### config.mk
export PLATFORM = sky130hd
export DESIGN_NAME = imem_loader
export DESIGN_NICKNAME = d
export VERILOG_FILES = /design/src/rtl/imem_loader_pkg.sv /design/src/rtl/imem_word_assembler.sv /design/src/rtl/imem_loader.sv
export SDC_FILE = /design/constraint.sdc
export NUM_CORES = 1
export LEC_CHECK = 0
export CAP_MARGIN = 10
export CORE_AREA = 2 2 74 146
export CTS_BUF_LIST = sky130_fd_sc_hd__clkbuf_16
export DETAILED_ROUTE_END_ITERATION = 7
export DIE_AREA = 0 0 76 148
export MAX_ROUTING_LAYER = met4
export PLACE_DENSITY = 0.79
export REMOVE_ABC_BUFFERS = 1
export SLEW_MARGIN = 20
export SYNTH_ARGS = -nofsm -noshare
export SYNTH_HDL_FRONTEND = slang
export SYNTH_HIERARCHICAL = 1
export SYNTH_SLANG_ARGS = --single-unit
### constraint.sdc
create_clock -name clk -period 7.2 [get_ports clk]
set_input_delay 1.8 -clock clk [delete_from_list [all_inputs] [get_ports clk]]
set_output_delay 1.8 -clock clk [all_outputs]
set_load 0.05 [all_outputs]
### src/rtl/imem_loader_pkg.sv
// Shared definitions for the instruction-memory boot loader.
package imem_loader_pkg;

  // Loader FSM states
  typedef enum logic [2:0] {
    IDLE   = 3'd0,
    CNT_LO = 3'd1,
    CNT_HI = 3'd2,
    DATA   = 3'd3,
    CSUM   = 3'd4,
    DONE   = 3'd5,
    ERR    = 3'd6
  } state_t;

  // Error codes reported on err
  localparam logic [1:0] ERR_NONE = 2'b00;
  localparam logic [1:0] ERR_OVF  = 2'b01;
  localparam logic [1:0] ERR_CSUM = 2'b10;

  // Default frame start byte
  localparam logic [7:0] DEFAULT_MAGIC = 8'hA5;

endpackage

### src/rtl/imem_word_assembler.sv
// Collects little-endian data bytes into 32-bit words and keeps a running
// XOR of every data byte. The full word is presented combinationally in the
// cycle its last byte is accepted, so the parent can register it directly.
module imem_word_assembler (
  input  logic        clk,
  input  logic        rst_n,
  input  logic        clr,
  input  logic        byte_en,
  input  logic [7:0]  byte_in,
  output logic        word_done,
  output logic [31:0] word,
  output logic [7:0]  csum
);

  logic [1:0]  lane_q;
  logic [23:0] lo_q;
  logic [7:0]  csum_q;

  assign word_done = byte_en && (lane_q == 2'd3);
  assign word      = {byte_in, lo_q};
  assign csum      = csum_q;

  // Lane counter, lower three byte lanes and running checksum
  always_ff @(posedge clk or negedge rst_n) begin
    if (!rst_n) begin
      lane_q <= 2'd0;
      lo_q   <= 24'd0;
      csum_q <= 8'd0;
    end else if (clr) begin
      lane_q <= 2'd0;
      lo_q   <= 24'd0;
      csum_q <= 8'd0;
    end else if (byte_en) begin
      lane_q <= lane_q + 2'd1;
      csum_q <= csum_q ^ byte_in;
      case (lane_q)
        2'd0:    lo_q[7:0]   <= byte_in;
        2'd1:    lo_q[15:8]  <= byte_in;
        2'd2:    lo_q[23:16] <= byte_in;
        default: ;
      endcase
    end
  end

endmodule

### src/rtl/imem_loader.sv
// Boot-time loader: parses a framed byte stream, writes words into the
// instruction memory and releases the CPU only after a verified image.
//
// Handshake: a byte transfers on a rising edge where in_valid && in_ready;
// in_ready depends only on the FSM state, never on in_valid. clear has
// priority and the byte offered alongside it is dropped.
module imem_loader
  import imem_loader_pkg::*;
#(
  parameter int          DEPTH     = 128,
  parameter logic [31:0] BASE_ADDR = 32'h0000_0000,
  parameter logic [7:0]  MAGIC     = DEFAULT_MAGIC
) (
  input  logic        clk,
  input  logic        rst_n,
  input  logic [7:0]  in_data,
  input  logic        in_valid,
  output logic        in_ready,
  input  logic        clear,
  output logic        mem_we,
  output logic [31:0] mem_addr,
  output logic [31:0] mem_wdata,
  output logic        cpu_hold,
  output logic        done,
  output logic [1:0]  err
);

  localparam int IW = $clog2(DEPTH) + 1;

  state_t        state, state_nxt;
  logic [15:0]   count_q;
  logic [IW-1:0] index_q;
  logic [1:0]    err_q;
  logic          accepting;
  logic          xfer;
  logic [15:0]   cnt_word;
  logic          cnt_ovf;
  logic          last_word;
  logic          asm_clr;
  logic          asm_en;
  logic          word_done;
  logic [31:0]   word;
  logic [7:0]    csum;

  assign accepting = (state != DONE) && (state != ERR);
  assign in_ready  = accepting;
  assign xfer      = in_valid && accepting && !clear;
  assign cnt_word  = {in_data, count_q[7:0]};
  assign cnt_ovf   = cnt_word > 16'(DEPTH);
  assign last_word = (16'(index_q) + 16'd1) == count_q;
  assign asm_clr   = clear || (xfer && (state == IDLE) && (in_data == MAGIC));
  assign asm_en    = xfer && (state == DATA);
  assign err       = err_q;

  imem_word_assembler u_asm (
    .clk       (clk),
    .rst_n     (rst_n),
    .clr       (asm_clr),
    .byte_en   (asm_en),
    .byte_in   (in_data),
    .word_done (word_done),
    .word      (word),
    .csum      (csum)
  );

  // State register
  always_ff @(posedge clk or negedge rst_n) begin
    if (!rst_n) state <= IDLE;
    else        state <= state_nxt;
  end

  // Next-state decode and state-derived status outputs
  always_comb begin
    state_nxt = state;
    done      = 1'b0;
    cpu_hold  = 1'b1;
    if (state == DONE) begin
      done     = 1'b1;
      cpu_hold = 1'b0;
    end
    if (clear) begin
      state_nxt = IDLE;
    end else if (xfer) begin
      case (state)
        IDLE:    if (in_data == MAGIC) state_nxt = CNT_LO;
        CNT_LO:  state_nxt = CNT_HI;
        CNT_HI: begin
          if (cnt_ovf)               state_nxt = ERR;
          else if (cnt_word == 16'd0) state_nxt = CSUM;
          else                        state_nxt = DATA;
        end
        DATA:    if (word_done && last_word) state_nxt = CSUM;
        CSUM:    state_nxt = (in_data == csum) ? DONE : ERR;
        default: ;
      endcase
    end
  end

  // Count/index tracking, write port and latched error code
  always_ff @(posedge clk or negedge rst_n) begin
    if (!rst_n) begin
      count_q   <= 16'd0;
      index_q   <= '0;
      mem_we    <= 1'b0;
      mem_addr  <= BASE_ADDR;
      mem_wdata <= 32'd0;
      err_q     <= ERR_NONE;
    end else begin
      mem_we <= 1'b0;
      if (clear) begin
        err_q <= ERR_NONE;
      end else if (xfer) begin
        case (state)
          IDLE: begin
            if (in_data == MAGIC) begin
              count_q <= 16'd0;
              index_q <= '0;
            end
          end
          CNT_LO: count_q[7:0] <= in_data;
          CNT_HI: begin
            count_q[15:8] <= in_data;
            if (cnt_ovf) err_q <= ERR_OVF;
          end
          DATA: begin
            if (word_done) begin
              mem_we    <= 1'b1;
              mem_addr  <= BASE_ADDR + (32'(index_q) << 2);
              mem_wdata <= word;
              index_q   <= index_q + IW'(1);
            end
          end
          CSUM: if (in_data != csum) err_q <= ERR_CSUM;
          default: ;
        endcase
      end
    end
  end

endmodule

==> reports/metrics.cfg <==
[critical_path]
path_max_fanout=22
critPathMaxStageDelay_ns=0.74
crit_arrival_ns=5.36
crit_required_ns=7.43
cpLargestDelayFamily=simple AND/OR/NAND/NOR gates
worstSetupPathType=in2reg
start_kind=input port
endpoint_kind=flip-flop
crit_path_start=clear
path_cells=clkdlybuf4s50_1 > nor3b_1 > and2_1 > and2_1 > nor4b_1 > nand4_1 > or3_1 > a311oi_1 > a21boi_1 > a211o_1
cp_common_cell=and2_1
slowest_stage=and2_1
rr_startpoint=state[1]
path_buf_inv=1

[clock_tree]
clock_latency_ns=0.35
cts.path.max_buffers=2
path_clk_slew_ns=0.07
cts_tree=yes
cts-root-buf=clkbuf_16
cts_buffers=9
hold_buffers=0
cts.sinks=104
cts_max_level=3
post_cts_resized=0
cts_setup_buffers=0

[logic_synthesis]
syn_inst=560
synth_warnings=6
synth_top_area_frac=0.4820
synth-seq-cells=104
ys_types=64
async_flop_share=1.000
avgSynthCellArea_um2=9.641
syn_area_um2=5399
ys_seq_area_frac=0.4820
synth_common_cells=145 x nand2_1, 104 x dfrtp_1, 35 x nand2b_1
synthFlopType=dfrtp_1
synthTopCellsByArea=dfrtp_1 48%, nand2_1 10%, mux2i_1 4.8%
synth_edf_count=0
synth_top_cell_by_area=dfrtp_1
yosysMostFrequentCell=nand2_1

[min_path]
worstHoldPathType=reg2reg
min_from=mem_wdata[21]

[sta]
max_slew.worst_pin.slew_ns=0.9430
rsz0062_at_grt=no
finalCriticalPeriod_ns=5.124
tns_ns=0
setup_violations=0
hold_viol_final=0
drv_slew=0
fmax_mhz=195.1
period_share=0.7117
slew_headroom=0.3713
skew_ns=0.005844

[global_route]
grt_usage=0.2205
antenna_found_initial=0
grt_pass1_wl_um=19200
grt_pass1_vias=3967
grt_max_degree=77
grt_overflow=0

[die]
rows=52
die_area_um2=11250
start_util=0.5354
io_pins=82
die_x_um=76
die_h_um=148
design.core.area_um2=10080

[run]
drv_cap=0

[detailed_routing]
wl_per_cell_um=15.86
ant_nets=0
drc=0
drt_wl_total_um=11670
num_vias=4030
dr.pass1.iters=4
drtIter0Drc=264
drt-vias-per-instance=5.476

[run_status]
status=finished, final reports clean

[layout]
drive_gt1_frac=0.09318
num_antenna_cells=0
fin_nets=613
instances_no_fill=736
final_cell_area_um2=6140
area_growth_pct=13.72
fill_cells=824

[placed_design]
hpwl_um=8124
placedInstanceArea_um2=5869
numPortBuffers=57
dp.cells=720
gp_congestion=0.8488

[pwr]
power.density_nw_per_um2=181.7
p_leak_nw=2.900
vdd_drop_max_uv=158.5

## logic make-up after synthesis
logic type	Yosys count	share of synthesized area
flip-flops	104	0.4820
adder cells (fa/ha/maj)	6	0.01344
other	1	0.0006946
AO/OA/AOI/OAI	81	0.1061
AND/OR/NAND/NOR	253	0.2299
buffers and inverters	64	0.07532
XOR/XNOR	17	0.02758
multiplexers	34	0.06489
## flip-flops by register name, indices dropped and copies added (netlist names)
signal	cells
mem_wdata	32
u_asm/lo_q	24
count_q	16
index_q	8
mem_addr	8
u_asm/csum	8
state	3
err	2
u_asm/lane_q	2
mem_we	1
## layout make-up
cell class                 count  area (um2)  area share
clock buffer                   9       225.2     0.03668
sequential                   104        2603      0.4239
tap                          135       168.9     0.02751
multi-input combinational    415        2481      0.4041
timing repair buffer          61       598.1     0.09741
clock inverter                 7       45.04    0.007336
inverter                       5       18.77    0.003057
## worst register-to-register path: stages (launching register included)
cell and delay, ns:
dfrtp_1 0.55, nand2b_1 0.15, nor3b_1 0.42, and2_1 0.74, and2_1 0.29, nor4b_1 0.32, nand4_1 0.12, or3_1 0.39
a311oi_1 0.25, a21boi_1 0.15, a211o_1 0.26
## cells in the final DEF, fill, tap and decap left out, types with 6 or more instances in the layout
cell and count:
clkdlybuf4s50_1 56, o21ai_1 8, clkbuf_16 9, nand3_1 8
nand4_1 6, conb_1 24, nand2_1 145, o21ai_2 10
o21ai_0 13, dfrtp_1 104, nand3b_1 9, a21bo_2 8
nor2_1 10, mux2_2 8, a21oi_1 16, mux2i_1 26
nand2b_1 35, and2_1 6, xnor2_1 13
## routing by layer
| layer | part of all wire | up-vias | routed length, um | GRT usage |
|---|---|---|---|---|
| met5 | 0 | - | 0 | - |
| met3 | 0.041 | 20 | 475 | 0.02381 |
| li1 | - | 1906 | - | - |
| met1 | 0.39 | 1987 | 4530 | 0.2445 |
| met2 | 0.55 | 117 | 6417 | 0.3938 |
| met4 | 0.021 | 0 | 249 | 0.1073 |
## report_power, final
| part | total (W) | leakage (nW) | internal [W] | switching, W |
|---|---|---|---|---|
| Combinational | 0.0000753 | 1.32 | 0.0000157 | 0.0000597 |
| Clock | 0.000451 | 0.129 | 0.000235 | 0.000216 |
| Sequential | 0.000589 | 1.45 | 0.000586 | 0.00000348 |
| Total | 0.00112 | 2.90 | 0.000836 | 0.000279 |
## stage by stage
stage                 util  setup slack, ns   power, W  hold slack, ns
floorplan                -            2.008  0.0006445          0.4398
global placement    0.5820            1.921  0.0006740          0.4509
detailed placement  0.5820            1.777  0.0006759          0.4540
CTS                 0.6088            2.127   0.001127          0.4727
global route        0.6088            1.829   0.001152          0.4955
finish              0.6088            2.076   0.001115          0.4713
## worst paths after layout
kind | endpoint | depth (start not counted) | slack (ns)
min in group asynchronous | state[0] | 1 | 1.37
max | state[0] | 10 | 2.08
min reg2reg | mem_wdata[21] | 2 | 0.47
max in group asynchronous | mem_wdata[23] | 2 | 4.54
max reg2reg | state[0] | 10 | 3.44
min | mem_wdata[21] | 2 | 0.47
(Power assumes the default switching activity.)
